## src/rtl/f2sdram_arb_pkg.sv

```systemverilog
// Shared types and helpers for the FPGA-to-SDRAM round-robin arbiter.
// Widths here are sized for the largest legal configuration (8 requesters).
package f2sdram_arb_pkg;

  localparam int ARB_ID_W    = 3;
  localparam int ARB_BEATS_W = 16;

  typedef enum logic [1:0] {
    IDLE,
    CMD,
    WBURST
  } arb_state_e;

  typedef struct packed {
    logic [ARB_ID_W-1:0]    id;
    logic [ARB_BEATS_W-1:0] beats;
  } rd_tag_t;

  typedef struct packed {
    logic                found;
    logic [ARB_ID_W-1:0] idx;
  } rr_pick_t;

  // Bits above the real requester count are zero, so a mod-8 scan gives the
  // same winner as a mod-N_REQ scan starting at ptr.
  function automatic rr_pick_t rr_pick(input logic [7:0] req, input logic [ARB_ID_W-1:0] ptr);
    rr_pick_t            r;
    logic [ARB_ID_W-1:0] k;
    r = '0;
    for (int i = 7; i >= 0; i--) begin
      k = ptr + ARB_ID_W'(i);
      if (req[k]) begin
        r.found = 1'b1;
        r.idx   = k;
      end
    end
    return r;
  endfunction

endpackage

```

## src/rtl/f2sdram_tag_fifo.sv

```systemverilog
// Read-tag FIFO: first-word-fall-through head, push accepted while full if the
// head is popped in the same cycle.
module f2sdram_tag_fifo
  import f2sdram_arb_pkg::*;
#(
  parameter int DEPTH = 8
) (
  input  logic    clk,
  input  logic    rst_n,
  input  logic    push,
  input  rd_tag_t push_tag,
  input  logic    pop,
  output rd_tag_t head_tag,
  output logic    full,
  output logic    empty
);

  localparam int AW = $clog2(DEPTH);

  rd_tag_t       mem [DEPTH];
  logic [AW:0]   wr_ptr_q;
  logic [AW:0]   rd_ptr_q;
  logic          do_push;
  logic          do_pop;

  assign empty    = (wr_ptr_q == rd_ptr_q);
  assign full     = (wr_ptr_q[AW] != rd_ptr_q[AW]) && (wr_ptr_q[AW-1:0] == rd_ptr_q[AW-1:0]);
  assign do_pop   = pop & ~empty;
  assign do_push  = push & (~full | do_pop);
  assign head_tag = mem[rd_ptr_q[AW-1:0]];

  always_ff @(posedge clk or negedge rst_n) begin
    if (!rst_n) begin
      wr_ptr_q <= '0;
      rd_ptr_q <= '0;
    end else begin
      if (do_push) wr_ptr_q <= wr_ptr_q + 1'b1;
      if (do_pop)  rd_ptr_q <= rd_ptr_q + 1'b1;
    end
  end

  always_ff @(posedge clk) begin
    if (do_push) mem[wr_ptr_q[AW-1:0]] <= push_tag;
  end

endmodule

```

## src/rtl/f2sdram_arbiter.sv

```systemverilog
// Round-robin, burst-aware arbiter sharing one HPS f2h_sdram Avalon-MM port.
// Optional statistics counters are built when F2SDRAM_ARB_STATS_EN is defined.
module f2sdram_arbiter
  import f2sdram_arb_pkg::*;
#(
  parameter int N_REQ      = 4,
  parameter int ADDR_W     = 32,
  parameter int DATA_W     = 64,
  parameter int BURST_W    = 8,
  parameter int MAX_RD_OUT = 8
) (
  input  logic                        clk_clk,
  input  logic                        reset_reset_n,
`ifdef F2SDRAM_ARB_STATS_EN
  input  logic                        stat_clear,
  output logic [N_REQ*32-1:0]         stat_grants,
  output logic [31:0]                 stat_stall,
`endif
  input  logic [N_REQ*ADDR_W-1:0]     m_address,
  input  logic [N_REQ-1:0]            m_read,
  input  logic [N_REQ-1:0]            m_write,
  input  logic [N_REQ*DATA_W-1:0]     m_writedata,
  input  logic [N_REQ*DATA_W/8-1:0]   m_byteenable,
  input  logic [N_REQ*BURST_W-1:0]    m_burstcount,
  output logic [N_REQ-1:0]            m_waitrequest,
  output logic [DATA_W-1:0]           m_readdata,
  output logic [N_REQ-1:0]            m_readdatavalid,
  output logic [ADDR_W-1:0]           avm_address,
  output logic                        avm_read,
  output logic                        avm_write,
  output logic [DATA_W-1:0]           avm_writedata,
  output logic [DATA_W/8-1:0]         avm_byteenable,
  output logic [BURST_W-1:0]          avm_burstcount,
  input  logic                        avm_waitrequest,
  input  logic [DATA_W-1:0]           avm_readdata,
  input  logic                        avm_readdatavalid
);

  localparam int GW   = (N_REQ > 1) ? $clog2(N_REQ) : 1;
  localparam int BE_W = DATA_W / 8;

  logic [ADDR_W-1:0]  addr_a  [N_REQ];
  logic [DATA_W-1:0]  wdata_a [N_REQ];
  logic [BE_W-1:0]    be_a    [N_REQ];
  logic [BURST_W-1:0] burst_a [N_REQ];

  for (genvar i = 0; i < N_REQ; i++) begin : g_slice
    assign addr_a[i]  = m_address[i*ADDR_W +: ADDR_W];
    assign wdata_a[i] = m_writedata[i*DATA_W +: DATA_W];
    assign be_a[i]    = m_byteenable[i*BE_W +: BE_W];
    assign burst_a[i] = m_burstcount[i*BURST_W +: BURST_W];
  end

  arb_state_e         state_q, state_d;
  logic [GW-1:0]      grant_q, grant_d;
  logic [GW-1:0]      rr_ptr_q, rr_ptr_d;
  logic [BURST_W-1:0] wbeat_q, wbeat_d;
  logic [BURST_W-1:0] rd_beat_q;

  logic [N_REQ-1:0]   eligible;
  logic [7:0]         req8;
  rr_pick_t           pick;
  logic               cur_rd, cur_wr, in_cmd;
  logic               rd_acc, wr_acc, done;

  rd_tag_t            push_tag, head_tag;
  logic               tag_push, tag_pop, tag_full, tag_empty;
  logic [GW-1:0]      head_id;
  logic [BURST_W-1:0] head_beats;
  logic               rd_valid, rd_last;
  logic               unused_tag_bits;

  // A read asks for a tag slot, so it sits out while the tag FIFO is full.
  always_comb begin
    for (int i = 0; i < N_REQ; i++) begin
      eligible[i] = m_read[i] ? ~tag_full : m_write[i];
    end
    req8              = '0;
    req8[N_REQ-1:0]   = eligible;
    pick              = rr_pick(req8, ARB_ID_W'(rr_ptr_q));
  end

  assign cur_rd = m_read[grant_q];
  assign cur_wr = m_write[grant_q] & ~cur_rd;
  assign in_cmd = (state_q != IDLE);

  assign avm_address    = addr_a[grant_q];
  assign avm_writedata  = wdata_a[grant_q];
  assign avm_byteenable = be_a[grant_q];
  assign avm_burstcount = burst_a[grant_q];
  assign avm_read       = (state_q == CMD) & cur_rd;
  assign avm_write      = ((state_q == CMD) & cur_wr) | ((state_q == WBURST) & m_write[grant_q]);

  assign rd_acc = avm_read & ~avm_waitrequest;
  assign wr_acc = avm_write & ~avm_waitrequest;

  always_comb begin
    m_waitrequest = '1;
    if (in_cmd) m_waitrequest[grant_q] = avm_waitrequest;
  end

  always_comb begin
    state_d  = state_q;
    grant_d  = grant_q;
    rr_ptr_d = rr_ptr_q;
    wbeat_d  = wbeat_q;
    done     = 1'b0;
    unique case (state_q)
      IDLE: begin
        if (pick.found) begin
          grant_d = GW'(pick.idx);
          state_d = CMD;
        end
      end
      CMD: begin
        if (rd_acc) begin
          done = 1'b1;
        end else if (wr_acc) begin
          if (avm_burstcount <= BURST_W'(1)) begin
            done = 1'b1;
          end else begin
            wbeat_d = avm_burstcount - BURST_W'(1);
            state_d = WBURST;
          end
        end else if (!cur_rd && !cur_wr) begin
          // Master withdrew its request; release rather than lock the port.
          done = 1'b1;
        end
      end
      WBURST: begin
        if (wr_acc) begin
          if (wbeat_q == BURST_W'(1)) done = 1'b1;
          else                        wbeat_d = wbeat_q - BURST_W'(1);
        end
      end
      default: state_d = IDLE;
    endcase
    if (done) begin
      state_d  = IDLE;
      wbeat_d  = '0;
      rr_ptr_d = (grant_q == GW'(N_REQ - 1)) ? '0 : grant_q + GW'(1);
    end
  end

  always_ff @(posedge clk_clk or negedge reset_reset_n) begin
    if (!reset_reset_n) begin
      state_q  <= IDLE;
      grant_q  <= '0;
      rr_ptr_q <= '0;
      wbeat_q  <= '0;
    end else begin
      state_q  <= state_d;
      grant_q  <= grant_d;
      rr_ptr_q <= rr_ptr_d;
      wbeat_q  <= wbeat_d;
    end
  end

  assign tag_push       = rd_acc;
  assign push_tag.id    = ARB_ID_W'(grant_q);
  assign push_tag.beats = ARB_BEATS_W'(avm_burstcount);

  f2sdram_tag_fifo #(
    .DEPTH (MAX_RD_OUT)
  ) u_tag_fifo (
    .clk      (clk_clk),
    .rst_n    (reset_reset_n),
    .push     (tag_push),
    .push_tag (push_tag),
    .pop      (tag_pop),
    .head_tag (head_tag),
    .full     (tag_full),
    .empty    (tag_empty)
  );

  // Read return: data is broadcast, valid is steered by the oldest tag.
  assign head_id         = head_tag.id[GW-1:0];
  assign head_beats      = head_tag.beats[BURST_W-1:0];
  assign unused_tag_bits = ^{head_tag.id, head_tag.beats};
  assign rd_valid        = avm_readdatavalid & ~tag_empty;
  assign rd_last         = (rd_beat_q == head_beats - BURST_W'(1)) || (head_beats == '0);
  assign tag_pop         = rd_valid & rd_last;
  assign m_readdata      = avm_readdata;
  assign m_readdatavalid = rd_valid ? (N_REQ'(1) << head_id) : '0;

  always_ff @(posedge clk_clk or negedge reset_reset_n) begin
    if (!reset_reset_n)  rd_beat_q <= '0;
    else if (rd_valid)   rd_beat_q <= rd_last ? '0 : rd_beat_q + BURST_W'(1);
  end

`ifdef F2SDRAM_ARB_STATS_EN
  function automatic logic [31:0] sat_inc(input logic [31:0] v);
    return (&v) ? v : v + 32'd1;
  endfunction

  logic [31:0] grant_cnt_q [N_REQ];
  logic [31:0] stall_cnt_q;
  logic        cmd_acc;

  assign cmd_acc = rd_acc | (wr_acc & (state_q == CMD));

  always_ff @(posedge clk_clk or negedge reset_reset_n) begin
    if (!reset_reset_n) begin
      for (int i = 0; i < N_REQ; i++) grant_cnt_q[i] <= '0;
      stall_cnt_q <= '0;
    end else if (stat_clear) begin
      for (int i = 0; i < N_REQ; i++) grant_cnt_q[i] <= '0;
      stall_cnt_q <= '0;
    end else begin
      for (int i = 0; i < N_REQ; i++) begin
        if (cmd_acc && (grant_q == GW'(i))) grant_cnt_q[i] <= sat_inc(grant_cnt_q[i]);
      end
      if (in_cmd && avm_waitrequest) stall_cnt_q <= sat_inc(stall_cnt_q);
    end
  end

  for (genvar i = 0; i < N_REQ; i++) begin : g_stat
    assign stat_grants[i*32 +: 32] = grant_cnt_q[i];
  end
  assign stat_stall = stall_cnt_q;
`endif

endmodule

```

## config.mk

```make
export PLATFORM = sky130hd
export DESIGN_NAME = f2sdram_arbiter
export DESIGN_NICKNAME = d
export VERILOG_FILES = /design/src/rtl/f2sdram_arb_pkg.sv /design/src/rtl/f2sdram_tag_fifo.sv /design/src/rtl/f2sdram_arbiter.sv
export SDC_FILE = /design/constraint.sdc
export NUM_CORES = 1
export LEC_CHECK = 0
export ABC_AREA = 0
export BUFFER_PORTS_ARGS = -buffer_cell sky130_fd_sc_hd__buf_2
export CAP_MARGIN = 10
export CORE_AREA = 2 2 277 279
export CTS_BUF_LIST = sky130_fd_sc_hd__clkbuf_8 sky130_fd_sc_hd__clkbuf_16
export DETAILED_ROUTE_END_ITERATION = 8
export DIE_AREA = 0 0 279 281
export PLACE_DENSITY = 0.3
export SYNTH_ARGS = -nofsm -noshare
export SYNTH_HDL_FRONTEND = slang
export SYNTH_SLANG_ARGS = --single-unit
```

## constraint.sdc

```tcl
create_clock -name clk_clk -period 11 [get_ports clk_clk]
set_input_delay 2.2 -clock clk_clk [delete_from_list [all_inputs] [get_ports clk_clk]]
set_output_delay 2.2 -clock clk_clk [all_outputs]
set_load 0.1 [all_outputs]
```

==> tab_implementation.tex, run 1 <==
\begin{tabular}{lr}
\hline
Metric & Value \\
\hline
\multicolumn{2}{l}{\textbf{Global routing}} \\
Busiest metal layer after global routing & met2 \\
Number of global-route vias before repair & slightly below 9000 \\
Maximum number of pins on one net before global-route repair & between 50 and 60 \\
Initial antenna violation count & 68 \\
Global-route wire length before repair & $\sim$86000 um \\
Global route total overflow & 0 \\
Global-route track usage on met2 & approximately 26\% \\
All-layer global routing usage & between 10\% and 20\% \\
M3 GR Usage & under 10\% \\
Met1 Usage GRT & between 20\% and 30\% \\
\multicolumn{2}{l}{\textbf{Routing}} \\
Via density per instance & $\sim$4.0 \\
Length of the first detailed-routing pass in iterations & 5 \\
DR WL/cell & approximately 31 um \\
Starting DRT DRC Count & 600 \\
Total DRC errors in the routed layout & 0 \\
Number of nets still failing antenna checks after routing & 0 \\
Vias after detailed routing & approximately 8800 \\
Total detailed-routing wirelength & between 60000 and 70000 um \\
\multicolumn{2}{l}{\textbf{Floorplan}} \\
CORE AREA & around 75000 um\^{}2 \\
X dimension of the die & 279 um \\
Initial core utilization & between 10\% and 20\% \\
Std-Cell Rows & $\sim$100 \\
Io pins & $\sim$700 \\
Overall die height & about 280 um \\
Die ar. & approximately 78000 um\^{}2 \\
\multicolumn{2}{l}{\textbf{Critical path}} \\
WP data required & 8.80 ns \\
Worst R2R Start & grant\_q[0] \\
Worst r2r path cells & 12 \\
Crit start category & flip-flop \\
Setup crit end kind & output pin \\
Data arrival time of the worst path & 3.72 ns \\
FF-to-FF End & wbeat\_q[3] \\
Critical path fanouts, max & 51 \\
Path type of the worst setup path & reg -> out \\
R2r setup slk & between 5 and 6 ns \\
\multicolumn{2}{l}{\textbf{STA}} \\
Final-report max-slew violation count & 0 \\
Clock Skew & roughly 0.011 ns \\
Transition time at the pin with the least slew margin & slightly above 1 ns \\
Period minus WS final & 5.92 ns \\
Final hold violation count & 0 \\
Achievable frequency & roughly 170 MHz \\
Final count of negative-setup-slack endpoints & 0 \\
Worst relative slew slack & between 30\% and 40\% \\
Sum of negative setup slack & 0 ns \\
Setup repair after global routing missed its margin & no \\
Portion of the clock cycle consumed by the worst path in the final layout & between 50\% and 60\% \\
\multicolumn{2}{l}{\textbf{Synthesis}} \\
Library cell occupying the most area in the post-synthesis netlist & sky130\_fd\_sc\_hd\_\_mux4\_2 \\
Sequential cell area fraction in the yosys report & a little over a third \\
Number of synthesized register bits & between 100 and 150 \\
Primary FF master, synth & sky130\_fd\_sc\_hd\_\_edfxtp\_1 \\
Most frequent cell after synthesis & sky130\_fd\_sc\_hd\_\_mux4\_2 \\
Leading post-synthesis cells by cell area & sky130\_fd\_sc\_hd\_\_mux4\_2 32\%, sky130\_fd\_sc\_hd\_\_edfxtp\_1 27\%, sky130\_fd\_sc\_hd\_\_dfrtp\_1 8.3\% \\
Post-synth design cell area & approximately 9000 um\^{}2 \\
Most instantiated cells after synthesis & 127 x sky130\_fd\_sc\_hd\_\_mux4\_2, 80 x sky130\_fd\_sc\_hd\_\_edfxtp\_1, 65 x sky130\_fd\_sc\_hd\_\_buf\_4 \\
Proportion of register bits with asynchronous set or reset after synthesis & between 20\% and 30\% \\
Syn Inst Count & 684 \\
Cell variety after synth & 73 \\
Yosys warnings & 0 \\
Synth top area share & a little under a third \\
Post-Synthesis Mean Instance Area & $\sim$13 um\^{}2 \\
Number of enable-type register cells in the synthesized netlist & 80 \\
Synthesized netlist net count & around 1200 \\
\multicolumn{2}{l}{\textbf{Worst hold path}} \\
Hold Startpoint & u\_tag\_fifo.wr\_ptr\_q[3] \\
Type of the tightest min-delay check & reg -> reg \\
Hold Path Cell Cnt & 1 \\
Min-Delay Endpoint & u\_tag\_fifo.wr\_ptr\_q[3] \\
\multicolumn{2}{l}{\textbf{Pwr}} \\
Leakage & between 0.005 and 0.006 uW \\
Worst IR Drop VDD & about 0.00027 V \\
Power per Cell Area & around 340 nW/um\^{}2 \\
\multicolumn{2}{l}{\textbf{CTS}} \\
Number of buffers inserted by hold repair at cts & 0 \\
CTS tree & done \\
Number of clock sinks & between 100 and 150 \\
Worst skew pair latency & 0.36 ns \\
Reg clk slew, reported paths & around 0.08 ns \\
Clock tree buffer depth & 2 \\
Clk Tree Root Cell & sky130\_fd\_sc\_hd\_\_clkbuf\_16 \\
Number of H-tree levels & 3 \\
TritonCTS Buffers & 9 \\
Post-CTS resize count & 0 \\
Post-CTS Repair Setup Buffers & 0 \\
\multicolumn{2}{l}{\textbf{Status}} \\
Outcome & finished clean \\
\multicolumn{2}{l}{\textbf{Cells and area}} \\
Area of combinational cells with multiple inputs & a little over 5000 um\^{}2 \\
Post-layout net count & about 1700 \\
Area growth from synthesis to layout & 42.8\% \\
Core utilization of the finished layout & between 15 and 20\% \\
Fraction of final layout cells with drive strength greater than 1 & between 60\% and 70\% \\
Filler cell count & $\sim$8400 \\
FF+latch area & around 3200 um\^{}2 \\
\multicolumn{2}{l}{\textbf{Placed design}} \\
Post-DP HPWL & approximately 60000 um \\
GP Congestion & approximately 0.98 \\
Count of input and output buffers & just under 600 \\
\multicolumn{2}{l}{\textbf{Run}} \\
Max-cap violation count & 0 \\
\hline
\end{tabular}
-- registers in the layout (all words and copies together) (netlist names) --
| name | flops |
|---|---|
| u_tag_fifo.mem | 80 |
| rd_beat_q | 8 |
| wbeat_q | 8 |
| u_tag_fifo.rd_ptr_q | 4 |
| u_tag_fifo.wr_ptr_q | 4 |
| grant_q | 2 |
| rr_ptr_q | 2 |
| state_q | 2 |
-- worst max-delay path, cell delays in order (launching register included) --
cell and delay (ns):
sky130_fd_sc_hd__dfrtp_4 0.76, sky130_fd_sc_hd__buf_4 0.70, sky130_fd_sc_hd__buf_4 0.70, sky130_fd_sc_hd__mux4_2 0.55
sky130_fd_sc_hd__buf_2 0.49
-- power breakdown --
group / internal [uW] / switching [uW] / leakage [uW] / total (uW)
Sequential: 552 / 102 / 0.00110 / 654
Clock: 157 / 163 / 0.000139 / 320
Combinational: 761 / 2620 / 0.00393 / 3380
Total: 1470 / 2880 / 0.00517 / 4350
-- worst max-delay path by stage --
stage,from,end,slack (ns),cells after the start
final,grant_q[1],avm_burstcount[1],5.08,4
after global routing,grant_q[0],avm_burstcount[0],4.80,4
after CTS,grant_q[0],avm_burstcount[0],4.95,4
after detailed placement,m_read[1],avm_write,5.12,5
after global placement,m_read[1],avm_write,5.11,5
after floorplan,m_read[3],avm_write,3.75,3
-- cell families (layout without fill, tap and decap cells) --
group	count (synthesis)	after routing	synth area share [%]
other cells	0	10	0
fa+ha+maj	19	19	2.63
compound gates	95	95	7.34
mux	157	157	35.7
xor+xnor	23	23	2.23
simple gates	154	154	8.89
flops	110	110	34.9
buf+inv	126	627	8.32
-- cell usage in the layout (no fill, tap or decap), types with 17 or more instances in the layout --
cell type | Yosys | routed
sky130_fd_sc_hd__a21oi_1 | 19 | 19
sky130_fd_sc_hd__buf_2 | 3 | 581
sky130_fd_sc_hd__dfrtp_1 | 30 | 28
sky130_fd_sc_hd__edfxtp_1 | 80 | 80
sky130_fd_sc_hd__ha_1 | 19 | 19
sky130_fd_sc_hd__inv_1 | 18 | 18
sky130_fd_sc_hd__mux2i_1 | 17 | 17
sky130_fd_sc_hd__mux4_2 | 127 | 127
sky130_fd_sc_hd__nand2_1 | 29 | 29
sky130_fd_sc_hd__nor2_1 | 34 | 33
sky130_fd_sc_hd__nor3_1 | 21 | 19
sky130_fd_sc_hd__o21ai_0 | 24 | 24
-- routing by layer --
metal,share of wire [%],vias to the layer above
met3,8.4,78
met4,1.2,14
met2,43,599
li1,-,3697
met5,0.13,-
met1,47,4397
-- metrics by stage --
step,area [um^2],hold slack [ns],setup WS [ns],power [uW],cells
3_3_place_gp,12600,0.487,5.11,4090,2147
3_5_place_dp,12600,0.481,5.12,4080,2147
4_1_cts,12900,0.501,4.95,4420,2163
6_report,12900,0.491,5.08,4350,2173
2_1_floorplan,9030,0.465,3.75,3330,684
5_1_grt,12900,0.526,4.80,4550,2164
-- layout make-up --
type                            count  share of cell area [%]
Inverter                           18                   0.524
Antenna cell                       10                   0.194
Sequential cell                   110                    24.5
Timing Repair Buffer              593                    23.2
Clock inverter                      7                   0.427
Clock buffer                        9                    1.75
Multi-Input combinational cell    448                    39.9
Tap cell                          978                    9.49
(Power assumes the default switching activity.)
==> run 2: changes to the inputs <==
- clock period: 11 -> 5.8 ns (I/O delays scaled with it)
==> run 2 against run 1 <==
Against the previous run:
- global-route usage rose by 0.20 points
- critical path type is now reg -> reg
- hold slack gained 0.012 ns
- count of clock-buffer cells in the layout unchanged
- final area up 0.71%
- register-to-register slack got worse by 4.3 ns
- wire length rose by 0.93%
- power up 93%
- sequential power is 99% higher
- die area is the same
- setup slack worse by 3.8 ns
==> tab_implementation.tex, run 2 (synthesis results as in run 1) <==
\begin{tabular}{lr}
\hline
Metric & Value \\
\hline
\multicolumn{2}{l}{\textbf{Global routing}} \\
Initial antenna violation count & 63 (was 68) \\
Global route total overflow & 0 (unchanged) \\
Global-route wire length before repair & 87200 um (was 86200 um) \\
Maximum number of pins on one net before global-route repair & 61 (was 52) \\
Number of global-route vias before repair & 8873 (was 8941) \\
All-layer global routing usage & 17.1\% (was 16.9\%) \\
\multicolumn{2}{l}{\textbf{Routing}} \\
Via density per instance & 4.03 (was 4.04) \\
Number of nets still failing antenna checks after routing & 0 (unchanged) \\
Total detailed-routing wirelength & 68700 um (was 68100 um) \\
Total DRC errors in the routed layout & 0 (unchanged) \\
Length of the first detailed-routing pass in iterations & 4 (was 5) \\
Vias after detailed routing & 8789 (was 8785) \\
Starting DRT DRC Count & 526 (was 600) \\
DR WL/cell & 31.5 um (was 31.3 um) \\
\multicolumn{2}{l}{\textbf{Pwr}} \\
Sequential fraction of design power & 15.5\% (was 15.0\%) \\
Logic pwr share & 76.9\% (was 77.6\%) \\
Worst IR Drop VDD & 0.000372 V (was 0.000273 V) \\
Leakage & 0.00522 uW (was 0.00517 uW) \\
Power per Cell Area & 648 nW/um\^{}2 (was 338 nW/um\^{}2) \\
Fraction of power spent switching nets & 65.9\% (was 66.2\%) \\
Total net switching power & 5540 uW (was 2880 uW) \\
Internal power of the cells & 2870 uW (was 1470 uW) \\
Clock share of power & 7.7\% (was 7.4\%) \\
\multicolumn{2}{l}{\textbf{CTS}} \\
Post-CTS resize count & 0 (unchanged) \\
Clk Tree Root Cell & sky130\_fd\_sc\_hd\_\_clkbuf\_16 (unchanged) \\
CTS tree & done (unchanged) \\
TritonCTS Buffers & 9 (unchanged) \\
Number of buffers inserted by hold repair at cts & 0 (unchanged) \\
Clock tree buffer depth & 2 (unchanged) \\
Number of clock sinks & 110 (unchanged) \\
Number of H-tree levels & 3 (unchanged) \\
Post-CTS Repair Setup Buffers & 0 (unchanged) \\
Reg clk slew, reported paths & 0.08 ns (about the same) \\
Worst skew pair latency & 0.37 ns (was 0.36 ns) \\
\multicolumn{2}{l}{\textbf{Critical path}} \\
Delay-heaviest family, CP & flip-flops (was buffers and inverters) \\
R2r setup slk & 1.29 ns (was 5.57 ns) \\
Longest individual stage delay on the worst path & 0.91 ns (was 0.76 ns) \\
Data arrival time of the worst path & 4.51 ns (was 3.72 ns) \\
Setup crit end kind & flip-flop (was output pin) \\
Path type of the worst setup path & reg -> reg (was reg -> out) \\
Worst R2R Start & u\_tag\_fifo.rd\_ptr\_q[1] (was grant\_q[0]) \\
Crit start category & flip-flop (unchanged) \\
Worst r2r path cells & 11 (was 12) \\
Critical path cell sequence & mux4\_2 > mux2i\_2 > ha\_1 > nor2b\_1 > o211ai\_1 > a2111oi\_0 > nor4\_1 > or2\_1 > o21ai\_2 > nand4\_1 > inv\_1 (was buf\_4 > buf\_4 > mux4\_2 > buf\_2) \\
Worst path bufs/invs & 1 (was 3) \\
FF-to-FF End & u\_tag\_fifo.mem[7][5] (was wbeat\_q[3]) \\
WP data required & 5.80 ns (was 8.80 ns) \\
Critical path fanouts, max & 22 (was 51) \\
Slowest cell on crit path & sky130\_fd\_sc\_hd\_\_dfrtp\_1 (was sky130\_fd\_sc\_hd\_\_dfrtp\_4) \\
\multicolumn{2}{l}{\textbf{Cells and area}} \\
Commonest cells after routing, fill and taps aside & 581 x sky130\_fd\_sc\_hd\_\_buf\_2, 127 x sky130\_fd\_sc\_hd\_\_mux4\_2, 80 x sky130\_fd\_sc\_hd\_\_edfxtp\_1 (unchanged) \\
Core utilization of the finished layout & 17.2\% (was 17.1\%) \\
Filler cell count & 8392 (was 8405) \\
Leading cell type in the layout, fill and taps excluded & sky130\_fd\_sc\_hd\_\_buf\_2 (unchanged) \\
Layout Cell Area excl Fill & 13000 um\^{}2 (was 12900 um\^{}2) \\
Post-layout net count & 1730 (was 1723) \\
Area growth from synthesis to layout & 43.8\% (was 42.8\%) \\
Final non-filler cell total & 2180 (was 2173) \\
Fraction of final layout cells with drive strength greater than 1 & 63.9\% (was 64.0\%) \\
Max reg flops & 80 (unchanged) \\
\multicolumn{2}{l}{\textbf{Run}} \\
Max-cap violation count & 0 (unchanged) \\
\multicolumn{2}{l}{\textbf{STA}} \\
Final count of negative-setup-slack endpoints & 0 (unchanged) \\
Clock Skew & 0.0205 ns (was 0.0107 ns) \\
Final hold violation count & 0 (unchanged) \\
Worst hold slack across all endpoints & 0.504 ns (was 0.491 ns) \\
Sum of negative setup slack & 0 ns (unchanged) \\
Portion of the clock cycle consumed by the worst path in the final layout & between 70\% and 80\% \\
Period minus WS final & 4.51 ns \\
Worst relative slew slack & 42.3\% (was 30.8\%) \\
Setup repair after global routing missed its margin & no (unchanged) \\
Final-report max-slew violation count & 0 (unchanged) \\
Achievable frequency & 222 MHz \\
Transition time at the pin with the least slew margin & 0.866 ns (was 1.03 ns) \\
\multicolumn{2}{l}{\textbf{Floorplan}} \\
Die ar. & 78400 um\^{}2 (unchanged) \\
Initial core utilization & 12.0\% (unchanged) \\
Overall die height & 281 um (unchanged) \\
Io pins & 710 (unchanged) \\
X dimension of the die & 279 um (unchanged) \\
Std-Cell Rows & 101 (unchanged) \\
CORE AREA & 75400 um\^{}2 (unchanged) \\
\multicolumn{2}{l}{\textbf{Placed design}} \\
Post-DP HPWL & 61300 um (was 60300 um) \\
GP Congestion & 0.982 (was 0.978) \\
Placed Instances & 2154 (was 2147) \\
Dpl cell area & 12700 um\^{}2 (was 12600 um\^{}2) \\
Count of input and output buffers & 581 (unchanged) \\
\multicolumn{2}{l}{\textbf{Worst hold path}} \\
Type of the tightest min-delay check & reg -> reg (unchanged) \\
Hold Path Cell Cnt & 1 (unchanged) \\
Hold Startpoint & u\_tag\_fifo.rd\_ptr\_q[3] (was u\_tag\_fifo.wr\_ptr\_q[3]) \\
Min-Delay Endpoint & u\_tag\_fifo.rd\_ptr\_q[3] (was u\_tag\_fifo.wr\_ptr\_q[3]) \\
\multicolumn{2}{l}{\textbf{Status}} \\
Outcome & finished clean (unchanged) \\
\hline
\end{tabular}
[run 2: worst max-delay path by stage]
stage | start | end | slack, ns | cells past startpoint
after detailed placement | u_tag_fifo.rd_ptr_q[1] | u_tag_fifo.mem[7][8] | 1.25 | 11
after global routing | u_tag_fifo.rd_ptr_q[1] | u_tag_fifo.mem[7][3] | 0.90 | 11
after floorplan | m_read[3] | avm_write | 0.63 | 3
final | u_tag_fifo.rd_ptr_q[1] | u_tag_fifo.mem[7][5] | 1.29 | 11
after CTS | u_tag_fifo.rd_ptr_q[1] | u_tag_fifo.mem[7][6] | 1.22 | 11
after global placement | u_tag_fifo.rd_ptr_q[1] | u_tag_fifo.mem[7][3] | 1.31 | 11
[run 2: cell type report]
type / instances / area [um^2] / share of cell area, %
Sequential cell: 110 / 3160 / 24.3
Clock buffer: 9 / 225 / 1.73
Clock inverter: 7 / 81.3 / 0.626
Tap cell: 978 / 1220 / 9.42
Multi-Input combinational cell: 448 / 5130 / 39.5
Antenna cell: 10 / 25.0 / 0.193
Timing Repair Buffer: 600 / 3080 / 23.7
Inverter: 18 / 67.6 / 0.520
[run 2: power by group through the flow]
stage	logic, uW	clock network [uW]	registers [uW]
after floorplan	5170	0	1140
after global placement	6580	0	1340
after detailed placement	6550	0	1330
after CTS	6570	665	1320
after global routing	6760	694	1340
final	6470	644	1300
[run 2: routing by layer]
metal | part of all wire (%) | track usage [%] | up-vias
li1 | - | - | 3712
met1 | 45 | 23.2 | 4379
met2 | 44 | 26.3 | 594
met3 | 10 | 6.40 | 78
met4 | 1.1 | 1.94 | 26
met5 | 0.24 | 0 | -
[run 2: through the flow]
step	worst slack, ns	total power (uW)
2_1_floorplan	0.625	6310
3_3_place_gp	1.31	7920
3_5_place_dp	1.25	7880
4_1_cts	1.22	8550
5_1_grt	0.898	8790
6_report	1.29	8410
==> run 3: changes to the inputs <==
- PLACE_DENSITY: 0.3 -> 0.31
- clock period: 5.8 -> 3.6 ns (I/O delays scaled with it)
==> run 3 against run 2 <==
Against the previous run:
- critical path depth is 3 higher
- via count is 3.3% higher
- sequential share of layout area is 1.4 points lower
- hold slack worse by 0.055 ns
- combinational power is 68% higher
- count of clock-buffer cells in the layout stayed put
- wire length is 1.2% lower
- fmax is 27% higher
- sequential power is 54% higher
- die area stayed put
==> tab_implementation.tex, run 3 (synthesis results as in run 1) <==
\begin{tabular}{lr}
\hline
Metric & Value \\
\hline
\multicolumn{2}{l}{\textbf{Critical path}} \\
Critical path depth in cells & 14 (was 11) \\
R2r setup slk & 0.05 ns (was 1.29 ns) \\
FF-to-FF End & u\_tag\_fifo.mem[2][1] (was u\_tag\_fifo.mem[7][5]) \\
Path type of the worst setup path & reg -> reg (unchanged) \\
Worst path bufs/invs & 4 (was 1) \\
WP data required & 3.68 ns (was 5.80 ns) \\
Data arrival time of the worst path & 3.63 ns (was 4.51 ns) \\
Worst r2r path cells & 14 (was 11) \\
Delay-heaviest family, CP & multiplexers (was flip-flops) \\
Critical path cell sequence & buf\_12 > mux4\_2 > mux2i\_4 > ha\_4 > buf\_4 > nand2\_1 > a2111oi\_2 > nor4\_2 > or2\_1 > o21ai\_4 > buf\_12 > nand2\_4 > nor3\_4 > buf\_12 (was mux4\_2 > mux2i\_2 > ha\_1 > nor2b\_1 > o211ai\_1 > a2111oi\_0 > nor4\_1 > or2\_1 > o21ai\_2 > nand4\_1 > inv\_1) \\
Worst R2R Start & u\_tag\_fifo.rd\_ptr\_q[0] (was u\_tag\_fifo.rd\_ptr\_q[1]) \\
Crit start category & flip-flop (unchanged) \\
Longest individual stage delay on the worst path & 0.54 ns (was 0.91 ns) \\
Critical path fanouts, max & 10 (was 22) \\
Capture point of the worst path & u\_tag\_fifo.mem[2][1] (was u\_tag\_fifo.mem[7][5]) \\
Cell seen most often among critical-path stages & sky130\_fd\_sc\_hd\_\_buf\_12 \\
Setup crit end kind & flip-flop (unchanged) \\
Slowest cell on crit path & sky130\_fd\_sc\_hd\_\_mux4\_2 (was sky130\_fd\_sc\_hd\_\_dfrtp\_1) \\
Worst Setup SP & u\_tag\_fifo.rd\_ptr\_q[0] (was u\_tag\_fifo.rd\_ptr\_q[1]) \\
\multicolumn{2}{l}{\textbf{Cells and area}} \\
Fraction of final layout cells with drive strength greater than 1 & 67.4\% (was 63.9\%) \\
Area growth from synthesis to layout & 52.7\% (was 43.8\%) \\
Area of combinational cells with multiple inputs & 5300 um\^{}2 (was 5130 um\^{}2) \\
Leading cell type in the layout, fill and taps excluded & sky130\_fd\_sc\_hd\_\_buf\_2 (unchanged) \\
FF+latch area & 3160 um\^{}2 (unchanged) \\
Post-layout net count & 1788 (was 1730) \\
Final non-filler cell total & 2243 (was 2180) \\
Layout Cell Area excl Fill & 13800 um\^{}2 (was 13000 um\^{}2) \\
Max reg flops & 80 (unchanged) \\
Filler cell count & 8351 (was 8392) \\
Commonest cells after routing, fill and taps aside & 577 x sky130\_fd\_sc\_hd\_\_buf\_2, 127 x sky130\_fd\_sc\_hd\_\_mux4\_2, 80 x sky130\_fd\_sc\_hd\_\_edfxtp\_1 (was 581 x sky130\_fd\_sc\_hd\_\_buf\_2, 127 x sky130\_fd\_sc\_hd\_\_mux4\_2, 80 x sky130\_fd\_sc\_hd\_\_edfxtp\_1) \\
\multicolumn{2}{l}{\textbf{STA}} \\
Final hold violation count & 0 (unchanged) \\
Setup repair after global routing missed its margin & yes (was no) \\
Worst relative slew slack & 41.5\% (was 42.3\%) \\
Achievable frequency & 282 MHz (was 222 MHz) \\
Sum of negative setup slack & 0 ns (unchanged) \\
Final count of negative-setup-slack endpoints & 0 (unchanged) \\
Transition time at the pin with the least slew margin & 0.878 ns (was 0.866 ns) \\
Clock Skew & 0.0171 ns (was 0.0205 ns) \\
Period minus WS final & 3.55 ns (was 4.51 ns) \\
Portion of the clock cycle consumed by the worst path in the final layout & 98.6\% (was 77.8\%) \\
Final-report max-slew violation count & 0 (unchanged) \\
\multicolumn{2}{l}{\textbf{Worst hold path}} \\
Type of the tightest min-delay check & in -> async (was reg -> reg) \\
\multicolumn{2}{l}{\textbf{Global routing}} \\
Initial antenna violation count & 63 (unchanged) \\
Number of global-route vias before repair & 9289 (was 8873) \\
Maximum number of pins on one net before global-route repair & 42 (was 61) \\
Global route total overflow & 0 (unchanged) \\
Global-route wire length before repair & 87000 um (was 87200 um) \\
All-layer global routing usage & 16.8\% (was 17.1\%) \\
\multicolumn{2}{l}{\textbf{Routing}} \\
Total DRC errors in the routed layout & 0 (unchanged) \\
Length of the first detailed-routing pass in iterations & 5 (was 4) \\
Starting DRT DRC Count & 618 (was 526) \\
Via density per instance & 4.05 (was 4.03) \\
Vias after detailed routing & 9080 (was 8789) \\
Total detailed-routing wirelength & 67900 um (was 68700 um) \\
DR WL/cell & 30.3 um (was 31.5 um) \\
Number of nets still failing antenna checks after routing & 0 (unchanged) \\
\multicolumn{2}{l}{\textbf{Floorplan}} \\
Initial core utilization & 12.0\% (unchanged) \\
Std-Cell Rows & 101 (unchanged) \\
Die ar. & 78400 um\^{}2 (unchanged) \\
Overall die height & 281 um (unchanged) \\
X dimension of the die & 279 um (unchanged) \\
CORE AREA & 75400 um\^{}2 (unchanged) \\
Io pins & 710 (unchanged) \\
\multicolumn{2}{l}{\textbf{CTS}} \\
Reg clk slew, reported paths & 0.09 ns (was 0.08 ns) \\
Number of clock sinks & 110 (unchanged) \\
Number of H-tree levels & 3 (unchanged) \\
CTS tree & done (unchanged) \\
TritonCTS Buffers & 9 (unchanged) \\
Number of buffers inserted by hold repair at cts & 0 (unchanged) \\
Worst skew pair latency & 0.37 ns (about the same) \\
Clock tree buffer depth & 2 (unchanged) \\
Clk Tree Root Cell & sky130\_fd\_sc\_hd\_\_clkbuf\_16 (unchanged) \\
\multicolumn{2}{l}{\textbf{Run}} \\
Max-cap violation count & 0 (unchanged) \\
\multicolumn{2}{l}{\textbf{Pwr}} \\
Power, Total & 13900 uW (was 8410 uW) \\
Power per Cell Area & 1010 nW/um\^{}2 (was 648 nW/um\^{}2) \\
Worst IR Drop VDD & 0.000767 V (was 0.000372 V) \\
Leakage & 0.00559 uW (was 0.00522 uW) \\
\multicolumn{2}{l}{\textbf{Placed design}} \\
Dpl cell area & 13400 um\^{}2 (was 12700 um\^{}2) \\
Count of input and output buffers & 581 (unchanged) \\
Post-DP HPWL & 60400 um (was 61300 um) \\
GP Congestion & 0.977 (was 0.982) \\
Placed Instances & 2211 (was 2154) \\
\multicolumn{2}{l}{\textbf{Status}} \\
Outcome & finished clean (unchanged) \\
\hline
\end{tabular}
-- run 3: changes by cell type in the layout (fill, tap and decap cells not counted), sizes merged --
| cell | before | now |
|---|---|---|
| bufinv | 1 | 0 |
| diode | 10 | 15 |
| inv | 20 | 21 |
| buf | 600 | 658 |
| clkinvlp | 2 | 0 |
| clkinv | 2 | 4 |
-- run 3: how the worst min path moves through the flow --
stage | startpoint | endpoint | slack [ns] | depth (start not counted)
floorplan | reset_reset_n | grant_q[0] | 0.42 | 0
global route | reset_reset_n | rd_beat_q[1] | 0.52 | 1
detailed placement | u_tag_fifo.wr_ptr_q[3] | u_tag_fifo.wr_ptr_q[3] | 0.49 | 1
finish | reset_reset_n | rd_beat_q[1] | 0.45 | 1
global placement | u_tag_fifo.rd_ptr_q[3] | u_tag_fifo.rd_ptr_q[3] | 0.49 | 1
CTS | reset_reset_n | rd_beat_q[1] | 0.51 | 1
-- run 3: per-stage QoR --
step	setup slack [ns]	util [%]	hold WS, ns
2_1_floorplan	-0.293	-	0.424
4_1_cts	-0.00334	18.1	0.506
6_report	0.0507	18.3	0.449
3_3_place_gp	-0.181	17.7	0.488
5_1_grt	-0.117	18.2	0.516
3_5_place_dp	-0.0728	17.7	0.490
-- run 3: final cells by class --
type | count | area share (%)
multi-input cells | 448 | 38.4
repair buffers | 658 | 26.8
flip-flops and latches | 110 | 22.9
well taps | 978 | 8.87
clock buffers | 9 | 1.63
clock inverters | 7 | 0.608
inverters | 18 | 0.490
diodes | 15 | 0.272
-- run 3: repair_timing --
action / in CTS / in global routing
resized for setup: 4 / 12
setup endpoints to repair: 27 / 76
gates cloned: 0 / 0
setup buffers: 0 / 1
pin swaps: 2 / 3
-- run 3: metal layers --
layer / track usage, % / up-vias / share of wire (%)
met3: 5.26 / 74 / 10
met4: 2.07 / 26 / 1.1
li1: - / 3828 / -
met1: 23.7 / 4558 / 45
met2: 25.6 / 594 / 44
met5: 0 / - / 0.22
-- run 3: where the power goes --
| part | internal (uW) | switching (uW) | leakage (uW) | total [uW] |
|---|---|---|---|---|
| Sequential | 1680 | 313 | 0.00110 | 2000 |
| Clock | 501 | 552 | 0.000151 | 1050 |
| Combinational | 2690 | 8190 | 0.00433 | 10900 |
